**config.mk**
```make
export PLATFORM = sky130hd
export DESIGN_NAME = sat_cmd_sequencer_flat
export DESIGN_NICKNAME = d
export VERILOG_FILES = /design/src/rtl/sat_cmd_sequencer_if.sv /design/src/rtl/sat_cmd_sequencer.sv /design/src/flat_wrapper.sv
export SDC_FILE = /design/constraint.sdc
export NUM_CORES = 1
export LEC_CHECK = 0
export CAP_MARGIN = 10
export CORE_MARGIN = 3
export CORE_UTILIZATION = 60
export CTS_CLUSTER_DIAMETER = 120
export DETAILED_ROUTE_END_ITERATION = 10
export GPL_TIMING_DRIVEN = 0
export HOLD_SLACK_MARGIN = 0.03
export PLACE_DENSITY = 0.84
export SLEW_MARGIN = 20
export SYNTH_ARGS = -nofsm -noshare
export SYNTH_HDL_FRONTEND = slang
export SYNTH_SLANG_ARGS = --single-unit
```
**constraint.sdc**
```tcl
create_clock -name clk -period 6.1 [get_ports clk]
set_clock_uncertainty 0.15 [all_clocks]
set_input_delay 1.22 -clock clk [delete_from_list [all_inputs] [get_ports clk]]
set_output_delay 1.22 -clock clk [all_outputs]
set_load 0.01 [all_outputs]
```
**src/rtl/sat_cmd_sequencer_if.sv**
```systemverilog
`default_nettype none
// ============================================================================
// Module   : sat_cmd_sequencer_if
// Brief    : Host command/response channels and solver bus of the sequencer.
// Revision : 1.0
// ============================================================================
interface sat_cmd_sequencer_if;
    logic       in_valid;
    logic       in_ready;
    logic [7:0] in_cmd;
    logic [7:0] in_a;
    logic [7:0] in_b;
    logic [7:0] in_c;
    logic       rsp_valid;
    logic       rsp_ready;
    logic [1:0] rsp_kind;
    logic [7:0] rsp_data;
    logic       busy;
    logic [7:0] s_cmd;
    logic [7:0] s_a;
    logic [7:0] s_b;
    logic [7:0] s_c;
    logic       s_sat;
    logic       s_unsat;
    logic [7:0] s_exbus;

    modport slave (
        input  in_valid, in_cmd, in_a, in_b, in_c, rsp_ready, s_sat, s_unsat, s_exbus,
        output in_ready, rsp_valid, rsp_kind, rsp_data, busy, s_cmd, s_a, s_b, s_c
    );

    modport master (
        output in_valid, in_cmd, in_a, in_b, in_c, rsp_ready, s_sat, s_unsat, s_exbus,
        input  in_ready, rsp_valid, rsp_kind, rsp_data, busy, s_cmd, s_a, s_b, s_c
    );
endinterface
`default_nettype wire

```
**src/rtl/sat_cmd_sequencer.sv**
```systemverilog
`default_nettype none
// ============================================================================
// Module   : sat_cmd_sequencer
// Brief    : Queues host commands and issues them to the SAT solver core,
//            sequencing EVAL/EXTRACT and returning one response word each.
// Revision : 1.0
// ============================================================================
module sat_cmd_sequencer #(
    parameter int DEPTH   = 4,
    parameter int TIMEOUT = 1024,
    parameter int RD_LAT  = 1
) (
    input  wire logic          clk,
    input  wire logic          rst,
    sat_cmd_sequencer_if.slave bus
);
    localparam int c_AW = $clog2(DEPTH);
    localparam int c_CW = 16;

    localparam logic [c_AW-1:0] c_PTR_ONE   = c_AW'(1);
    localparam logic [c_AW:0]   c_CNT_ONE   = (c_AW + 1)'(1);
    localparam logic [c_AW:0]   c_DEPTH_CNT = (c_AW + 1)'(DEPTH);
    localparam logic [c_CW-1:0] c_TIMEOUT   = c_CW'(TIMEOUT);
    localparam logic [c_CW-1:0] c_RD_LAT    = c_CW'(RD_LAT);
    localparam logic [c_CW-1:0] c_WAIT_ONE  = c_CW'(1);

    localparam logic [7:0] c_OP_RESET   = 8'h01;
    localparam logic [7:0] c_OP_EVAL    = 8'h03;
    localparam logic [7:0] c_OP_EXTRACT = 8'h04;

    localparam logic [1:0] c_KIND_DATA    = 2'd0;
    localparam logic [1:0] c_KIND_SAT     = 2'd1;
    localparam logic [1:0] c_KIND_UNSAT   = 2'd2;
    localparam logic [1:0] c_KIND_TIMEOUT = 2'd3;

    typedef enum logic [2:0] {
        ST_IDLE      = 3'd0,
        ST_ISSUE     = 3'd1,
        ST_WAIT_EVAL = 3'd2,
        ST_WAIT_RD   = 3'd3,
        ST_ABORT     = 3'd4,
        ST_RESP      = 3'd5
    } state_t;

    state_t          r_state;
    logic [7:0]      r_s_cmd;
    logic [7:0]      r_s_a;
    logic [7:0]      r_s_b;
    logic [7:0]      r_s_c;
    logic            r_rsp_valid;
    logic [1:0]      r_rsp_kind;
    logic [7:0]      r_rsp_data;
    logic [c_CW-1:0] r_cnt;

    logic [31:0]     r_mem [DEPTH];
    logic [c_AW-1:0] r_wr_ptr;
    logic [c_AW-1:0] r_rd_ptr;
    logic [c_AW:0]   r_count;

    logic        w_full;
    logic        w_empty;
    logic        w_in_ready;
    logic        w_push;
    logic        w_pop;
    logic [31:0] w_head;
    logic [7:0]  w_cnt_sat;

    assign w_full     = (r_count == c_DEPTH_CNT);
    assign w_empty    = (r_count == '0);
    // Held low throughout reset so nothing is accepted into a FIFO being cleared.
    assign w_in_ready = ~w_full & ~rst;
    assign w_push     = bus.in_valid & w_in_ready;
    assign w_pop      = (r_state == ST_IDLE) & ~w_empty;
    assign w_head     = r_mem[r_rd_ptr];
    assign w_cnt_sat  = (r_cnt > c_CW'(255)) ? 8'hFF : r_cnt[7:0];

    always_ff @(posedge clk) begin
        if (w_push) begin
            r_mem[r_wr_ptr] <= {bus.in_cmd, bus.in_a, bus.in_b, bus.in_c};
        end
    end

    always_ff @(posedge clk or posedge rst) begin
        if (rst) begin
            r_wr_ptr <= '0;
            r_rd_ptr <= '0;
            r_count  <= '0;
        end else begin
            if (w_push) begin
                r_wr_ptr <= r_wr_ptr + c_PTR_ONE;
            end
            if (w_pop) begin
                r_rd_ptr <= r_rd_ptr + c_PTR_ONE;
            end
            if (w_push && !w_pop) begin
                r_count <= r_count + c_CNT_ONE;
            end else if (!w_push && w_pop) begin
                r_count <= r_count - c_CNT_ONE;
            end
        end
    end

    always_ff @(posedge clk or posedge rst) begin
        if (rst) begin
            r_state     <= ST_IDLE;
            r_s_cmd     <= 8'h00;
            r_s_a       <= 8'h00;
            r_s_b       <= 8'h00;
            r_s_c       <= 8'h00;
            r_rsp_valid <= 1'b0;
            r_rsp_kind  <= 2'd0;
            r_rsp_data  <= 8'h00;
            r_cnt       <= '0;
        end else begin
            case (r_state)
                ST_IDLE: begin
                    if (w_pop) begin
                        {r_s_cmd, r_s_a, r_s_b, r_s_c} <= w_head;
                        r_state <= ST_ISSUE;
                    end
                end
                ST_ISSUE: begin
                    {r_s_cmd, r_s_a, r_s_b, r_s_c} <= 32'h0;
                    r_cnt <= c_WAIT_ONE;
                    if (r_s_cmd == c_OP_EVAL) begin
                        r_state <= ST_WAIT_EVAL;
                    end else if (r_s_cmd == c_OP_EXTRACT) begin
                        r_state <= ST_WAIT_RD;
                    end else begin
                        r_state <= ST_IDLE;
                    end
                end
                ST_WAIT_EVAL: begin
                    // A flag arriving in the timeout cycle still counts as an answer.
                    if (bus.s_sat) begin
                        r_rsp_valid <= 1'b1;
                        r_rsp_kind  <= c_KIND_SAT;
                        r_rsp_data  <= w_cnt_sat;
                        r_state     <= ST_RESP;
                    end else if (bus.s_unsat) begin
                        r_rsp_valid <= 1'b1;
                        r_rsp_kind  <= c_KIND_UNSAT;
                        r_rsp_data  <= w_cnt_sat;
                        r_state     <= ST_RESP;
                    end else if (r_cnt == c_TIMEOUT) begin
                        r_s_cmd <= c_OP_RESET;
                        r_state <= ST_ABORT;
                    end else begin
                        r_cnt <= r_cnt + c_WAIT_ONE;
                    end
                end
                ST_ABORT: begin
                    r_s_cmd     <= 8'h00;
                    r_rsp_valid <= 1'b1;
                    r_rsp_kind  <= c_KIND_TIMEOUT;
                    r_rsp_data  <= 8'hFF;
                    r_state     <= ST_RESP;
                end
                ST_WAIT_RD: begin
                    if (r_cnt == c_RD_LAT) begin
                        r_rsp_valid <= 1'b1;
                        r_rsp_kind  <= c_KIND_DATA;
                        r_rsp_data  <= bus.s_exbus;
                        r_state     <= ST_RESP;
                    end else begin
                        r_cnt <= r_cnt + c_WAIT_ONE;
                    end
                end
                ST_RESP: begin
                    if (bus.rsp_ready) begin
                        r_rsp_valid <= 1'b0;
                        r_state     <= ST_IDLE;
                    end
                end
                default: begin
                    r_state <= ST_IDLE;
                end
            endcase
        end
    end

    assign bus.in_ready  = w_in_ready;
    assign bus.busy      = (r_state != ST_IDLE) | ~w_empty;
    assign bus.rsp_valid = r_rsp_valid;
    assign bus.rsp_kind  = r_rsp_kind;
    assign bus.rsp_data  = r_rsp_data;
    assign bus.s_cmd     = r_s_cmd;
    assign bus.s_a       = r_s_a;
    assign bus.s_b       = r_s_b;
    assign bus.s_c       = r_s_c;
endmodule
`default_nettype wire

```
**src/flat_wrapper.sv**
```systemverilog
// flat-port wrapper written by rule: the top's interface ports become plain ports
module sat_cmd_sequencer_flat 
#(
    parameter int DEPTH   = 4,
    parameter int TIMEOUT = 1024,
    parameter int RD_LAT  = 1
)
  (clk, rst, bus_in_valid, bus_in_cmd, bus_in_a, bus_in_b, bus_in_c, bus_rsp_ready, bus_s_sat, bus_s_unsat, bus_s_exbus, bus_in_ready, bus_rsp_valid, bus_rsp_kind, bus_rsp_data, bus_busy, bus_s_cmd, bus_s_a, bus_s_b, bus_s_c);
  sat_cmd_sequencer_if bus_i ();
  input  wire logic clk;
  input  wire logic rst;
  input wire logic [$bits(bus_i.in_valid)-1:0] bus_in_valid;
  input wire logic [$bits(bus_i.in_cmd)-1:0] bus_in_cmd;
  input wire logic [$bits(bus_i.in_a)-1:0] bus_in_a;
  input wire logic [$bits(bus_i.in_b)-1:0] bus_in_b;
  input wire logic [$bits(bus_i.in_c)-1:0] bus_in_c;
  input wire logic [$bits(bus_i.rsp_ready)-1:0] bus_rsp_ready;
  input wire logic [$bits(bus_i.s_sat)-1:0] bus_s_sat;
  input wire logic [$bits(bus_i.s_unsat)-1:0] bus_s_unsat;
  input wire logic [$bits(bus_i.s_exbus)-1:0] bus_s_exbus;
  output wire logic [$bits(bus_i.in_ready)-1:0] bus_in_ready;
  output wire logic [$bits(bus_i.rsp_valid)-1:0] bus_rsp_valid;
  output wire logic [$bits(bus_i.rsp_kind)-1:0] bus_rsp_kind;
  output wire logic [$bits(bus_i.rsp_data)-1:0] bus_rsp_data;
  output wire logic [$bits(bus_i.busy)-1:0] bus_busy;
  output wire logic [$bits(bus_i.s_cmd)-1:0] bus_s_cmd;
  output wire logic [$bits(bus_i.s_a)-1:0] bus_s_a;
  output wire logic [$bits(bus_i.s_b)-1:0] bus_s_b;
  output wire logic [$bits(bus_i.s_c)-1:0] bus_s_c;
  assign bus_i.in_valid = bus_in_valid;
  assign bus_i.in_cmd = bus_in_cmd;
  assign bus_i.in_a = bus_in_a;
  assign bus_i.in_b = bus_in_b;
  assign bus_i.in_c = bus_in_c;
  assign bus_i.rsp_ready = bus_rsp_ready;
  assign bus_i.s_sat = bus_s_sat;
  assign bus_i.s_unsat = bus_s_unsat;
  assign bus_i.s_exbus = bus_s_exbus;
  assign bus_in_ready = bus_i.in_ready;
  assign bus_rsp_valid = bus_i.rsp_valid;
  assign bus_rsp_kind = bus_i.rsp_kind;
  assign bus_rsp_data = bus_i.rsp_data;
  assign bus_busy = bus_i.busy;
  assign bus_s_cmd = bus_i.s_cmd;
  assign bus_s_a = bus_i.s_a;
  assign bus_s_b = bus_i.s_b;
  assign bus_s_c = bus_i.s_c;
  sat_cmd_sequencer #(.DEPTH(DEPTH), .TIMEOUT(TIMEOUT), .RD_LAT(RD_LAT)) u_core (.clk(clk), .rst(rst), .bus(bus_i));
endmodule
```
# == After elaboration in Yosys (flattened, before gate mapping) ==
# Memory sizes are Yosys's and may differ from the RTL's.
# Index checks and enable logic that the tools add are counted.
# op_classes
add_sub_neg,5
magnitude_cmp,1
eq_ne,20
muxes,43
bitwise_logic,7
n_reduce_logical,20
# ops
operator,n
$mux 8,11
$mux 16,4
$pmux 16 s3,1
$pmux 8 s2,3
$pmux 8 s3,2
$mux 3,9
$pmux 3 s6,1
$add 16x1->16 const B,1
$eq 16x1->1 const B,1
$eq 16x11->1 const B,1
$gt 16x8->1 const B,1
$reduce_bool 3->1,4
$ne 2x2->1 const B,5
$reduce_and 5->1,2
$eq 3x3->1 const B,3
$eq 8x2->1 const B,1
$eq 8x3->1 const B,1
$mux 2,4
$reduce_and 4->1,2
$eq 3x2->1 const B,2
$logic_not 3->1,2
$mux 1,6
$ne 2x1->1 const B,3
$pmux 2 s3,1
other kinds (17),25
# word_totals
register_bits,69
ram_bits,128
input_bits,46
out_inout_bits,45
elab_cells,109
mem_count,1
# memory_table
memory,depth,width,read_ports,rd_ports_with_merged_regs,wr,line_no,text
u_core.r_mem,4,32,1,0,1,sat_cmd_sequencer.sv:55,logic [31:0] r_mem [DEPTH];

# == Logic depth before layout (Yosys ltp) ==
# depth
depth_word,8
depth_mapped,12
depth_no_buf,9

# == Least setup slack after synthesis ==
# No wires, ideal clock.
# synth_path
path_type,input-to-reg
start,input rst
end,register u_core.r_count[2]
setup_ps,79
t_arrival_ps,2826
required_time_ps,5871
path_slack_ps,3045
cell_stages,8
n_path_buf,0
cell_sequence,a21oi_1 -> and2_0 -> ha_1 -> inv_1 -> fa_1 -> xor2_1 -> nor2_1 -> xor2_1
# synth_between
elab_chain_len,6
word_cells_on_any_way,8
classes_between,1 x mux; 3 x bitwise; 4 x reduce/logical
# synth_rtl
item,line_no,text
from (decl),flat_wrapper.sv:11,input wire logic rst;
$not 1->1 (*),sat_cmd_sequencer.sv:71,assign w_in_ready = ~w_full & ~rst;
$and 1x1->1 (*),sat_cmd_sequencer.sv:71,
$and 1x1->1 (*),sat_cmd_sequencer.sv:72,assign w_push = bus.in_valid & w_in_ready;
via u_core.w_push,sat_cmd_sequencer.sv:63,logic w_push;
$logic_not 1->1,sat_cmd_sequencer.sv:97,end else if (!w_push && w_pop) begin
$logic_and 1x1->1,sat_cmd_sequencer.sv:97,
$reduce_bool 2->1 (no line),n/a,
to (signal assigned),sat_cmd_sequencer.sv:96,r_count <= r_count + c_CNT_ONE;
to (signal assigned),sat_cmd_sequencer.sv:98,r_count <= r_count - c_CNT_ONE;
to (decl),sat_cmd_sequencer.sv:58,logic [c_AW:0] r_count;
# Mark *: on every way through the listed nets, which the timed path passes. The rest lies on a longest branch.
# A chain may end at the register's enable or synchronous reset.

# == Worst setup path after layout ==
# layout_path
start,input rst
end,output bus_in_ready
# layout_between
elab_chain_len,2
# layout_rtl
item,line_no,text
$not 1->1,sat_cmd_sequencer.sv:71,
$and 1x1->1,sat_cmd_sequencer.sv:71,
to (decl),flat_wrapper.sv:21,output wire logic [$bits(bus_i.in_ready)-1:0] bus_in_ready;
# No other way between the ends.

==> metrics list <==
- The min-delay analysis places its worst path in the category reg -> reg.
- Synthesis handed over a netlist of 544 instances.
- The total area inside the core boundary comes to 13300 um^2.
- After layout, the minimum clock period comes to 4.06 ns.
- Cell at the root of the clock tree: clkbuf_16
- Setup repair after global routing missed its margin: false
* Number of violations reported at the end of detailed-routing iteration 0: 411
- The final layout contains routed wiring with a total length of 17400 um.
- The filler cells instantiated in the layout total 749.
- Number of antenna violations at the first check in global routing: 0
- Walking the worst path, the cells encountered are clkdlybuf4s50_1 > a21oi_1 > clkdlybuf4s50_1.
- Count of buffers added by post-CTS timing repair for setup: 0
* # port buffers: 89
- Yosys mapped a number of flops with a built-in enable equal to 128.
* Share of the yosys chip area belonging to registers: 0.675
* Type of element capturing the critical path: output pin
- Largest voltage drop on the vdd net: 0.000269 V
* Worst path top cell family by delay: buffers and inverters
- After clock tree synthesis, the flow added hold-fix buffers numbering 0.
- After routing, the total negative slack on setup checks comes to 0 ns.
- In the synthesized netlist the dominant register cell turns out to be edfxtp_1.
- Post-layout nets: 712
- The floorplan step set the die height to 123 um.
- Peak clock frequency supported by timing: 0.246 GHz
* H-tree levels: 4
* Flip-flop and latch count after synthesis: 197
- Total setup violations reported at the end of the flow: 0
- CP Class: in -> out
- The later pin in the worst-skew pair is clocked with a latency of 0.43 ns.
- After clock tree synthesis, the clock-pin slew on the worst setup and hold paths is 0.07 ns.
- In the final layout, the share of cells above drive strength 1 is 0.175.
* Number of ports placed on the die boundary: 91
* Startpoint type of the worst setup path: input pin
- The most numerous cell type found on the critical path is clkdlybuf4s50_1.
* Cell area after synthesis: 8260 um^2
- Tcrit/Tclk final: 0.666
* Post-Synthesis Net Count: 599
* Maximum root-to-sink buffer count: 2
- At the worst endpoint, the arrival time is 2.69 ns.
* Normalized max-slew margin: 0.476
- Static Leak: 3.85 nW
- The first global-routing pass estimated 27100 um of wire.
- For this block, the via count after detailed routing is 5101.
- The run finished with clean final reports.
* Max cap viols: 0
- Largest net degree at the start of global routing: 50
- In the routed design, unresolved DRC markers number 0.
- After synthesis, the netlist uses 59 different library cells.
* Top fanout value on the critical path: 6
* Final antenna diode count: 0
- Final max-slew violation count: 0
* Die width: 123 um
- Synthesis-to-finish area growth: 22.4%
- For this design, the slowest cell found on the critical path is clkdlybuf4s50_1.
* Detailed Place HPWL: 11600 um
* Clock sink count: 197
* Final number of hold-violating endpoints: 0
- # rows: 42
- In this run the remaining antenna-violating nets after routing total 0.
- Starting Density: 0.619
* Synthesis warning total: 0
- After routing the design area is 10100 um^2.
* Buffer and inverter count on the worst path: 2
* Resized Gates After CTS: 0
- Using the TritonRoute via totals, the vias-per-cell ratio works out to 6.03.
* Power density over the cells: 461 nW/um^2
- TritonCTS created 17 clock buffers.
- Die area: 15200 um^2
- Number of global-route vias before repair: 5158
* Delay of the slowest cell on the worst path: 0.61 ns
- For this run, the total global-route usage over all layers was measured as 0.243.
* Total power after layout: 4.66 mW
- Average cell area after synthesis: 15.2 um^2
- Average routed wire per standard cell: 20.6 um
* Worst slew pin tran: 0.777 ns
* Ys async rst share: 0.350
- GPL Wtd Cong: 0.832
- TritonCTS built the clock tree.
* Instance area at placement: 9510 um^2
* Total global routing overflow: 0
* Number of iterations in the first detailed-routing pass: 5
- For the worst setup path, the data required time is 4.73 ns.
==> worst paths after layout <==
check	start	endpoint	slack (ns)	cells after the start
min reg2reg	u_core.bus.rsp_kind[0]	u_core.bus.rsp_kind[0]	0.36	1
max in group asynchronous	rst	u_core.r_state[2]	4.21	3
max	rst	bus_in_ready	2.04	3
min	u_core.bus.rsp_kind[0]	u_core.bus.rsp_kind[0]	0.36	1
min in group asynchronous	rst	u_core.bus.s_b[0]	1.03	2
max reg2reg	u_core.r_state[2]	u_core.r_count[1]	2.91	10
==> power breakdown <==
group	leakage [nW]	total, mW	internal (mW)	switching (mW)
Clock	0.298	1.12	0.632	0.491
Combinational	1.50	1.71	0.815	0.895
Sequential	2.05	1.83	1.69	0.145
==> Yosys cell counts (all sizes together) (2+ instances only) <==
library cell	number	area share
nor4	6	0.0082
o22ai	8	0.0061
o41ai	3	0.0073
edfxtp	128	0.47
nor3	8	0.0062
nor2b	9	0.0077
dfrtp	69	0.21
ha	8	0.012
or3	2	0.0015
clkbuf	10	0.0048
a31oi	3	0.0023
and3	6	0.0045
xor2	2	0.0021
or2	2	0.0015
mux2i	9	0.011
nand2b	4	0.0030
inv	19	0.0086
nor2	21	0.010
a21oi	12	0.0073
o21ai	24	0.015
o31ai	8	0.0091
nand3	33	0.020
mux2	10	0.017
and2	3	0.0023
nand2	66	0.030
nand4	4	0.0038
buf	17	0.013
mux4	32	0.087
xnor2	5	0.0053
==> routing by layer <==
metal  global-route usage  routed length [um]  vias up
li1                     -                   -     2275
met1                0.300                6600     2580
met4               0.0893                 317        0
met3               0.0627                1250       29
met5                    0                   0        -
met2                0.416                9230      217
==> registers in the layout, summed over array words and instances, names as in the netlist, 2 cells and up <==
name / count
u_core.r_mem: 128
u_core.bus.s_cmd: 8
u_core.bus.rsp_kind: 2
u_core.r_wr_ptr: 2
u_core.r_rd_ptr: 2
u_core.r_state: 3
u_core.r_cnt: 16
u_core.bus.s_a: 8
u_core.bus.s_c: 8
u_core.bus.s_b: 8
u_core.r_count: 3
u_core.bus.rsp_data: 8
==> cells by family (layout without fill, tap and decap cells) <==
| group | after synthesis | after routing | share of synthesized area |
|---|---|---|---|
| flip-flops | 197 | 197 | 0.675 |
| adder cells (fa/ha/maj) | 9 | 9 | 0.0145 |
| AO/OA/AOI/OAI | 66 | 66 | 0.0573 |
| multiplexers | 51 | 51 | 0.115 |
| AND/OR/NAND/NOR | 167 | 167 | 0.103 |
| buffers and inverters | 47 | 173 | 0.0273 |
| XOR/XNOR | 7 | 7 | 0.00743 |
==> cell type report <==
| class | instances | area [um^2] | share of cell area |
|---|---|---|---|
| Buffer | 27 | 150 | 0.0149 |
| Clock buffer | 19 | 453 | 0.0448 |
| Clock inverter | 13 | 143 | 0.0141 |
| Inverter | 20 | 77.6 | 0.00767 |
| Multi-Input combinational cell | 300 | 2470 | 0.244 |
| Sequential cell | 197 | 5570 | 0.551 |
| Tap cell | 176 | 220 | 0.0218 |
| Timing Repair Buffer | 94 | 1030 | 0.102 |
==> through the flow <==
step | hold WS [ns] | worst slack (ns) | utilization | instances
floorplan | 0.314 | 2.99 | - | 544
global placement | 0.328 | 1.74 | 0.702 | 809
detailed placement | 0.336 | 2.05 | 0.713 | 814
CTS | 0.357 | 2.05 | 0.757 | 846
global route | 0.370 | 1.99 | 0.757 | 846
finish | 0.356 | 2.04 | 0.757 | 846
==> cell usage in the layout, fill, tap and decap left out, types with 9 or more instances in the layout <==
cell type	count
clkdlybuf4s50_1	89
nand2_1	65
mux2i_1	9
dfrtp_1	69
edfxtp_1	128
buf_2	10
nand3_1	33
clkbuf_16	17
nor2_1	20
a21oi_1	12
o21ai_0	21
inv_1	18
mux4_2	32
Note: power is estimated with default switching activity, not from simulation.
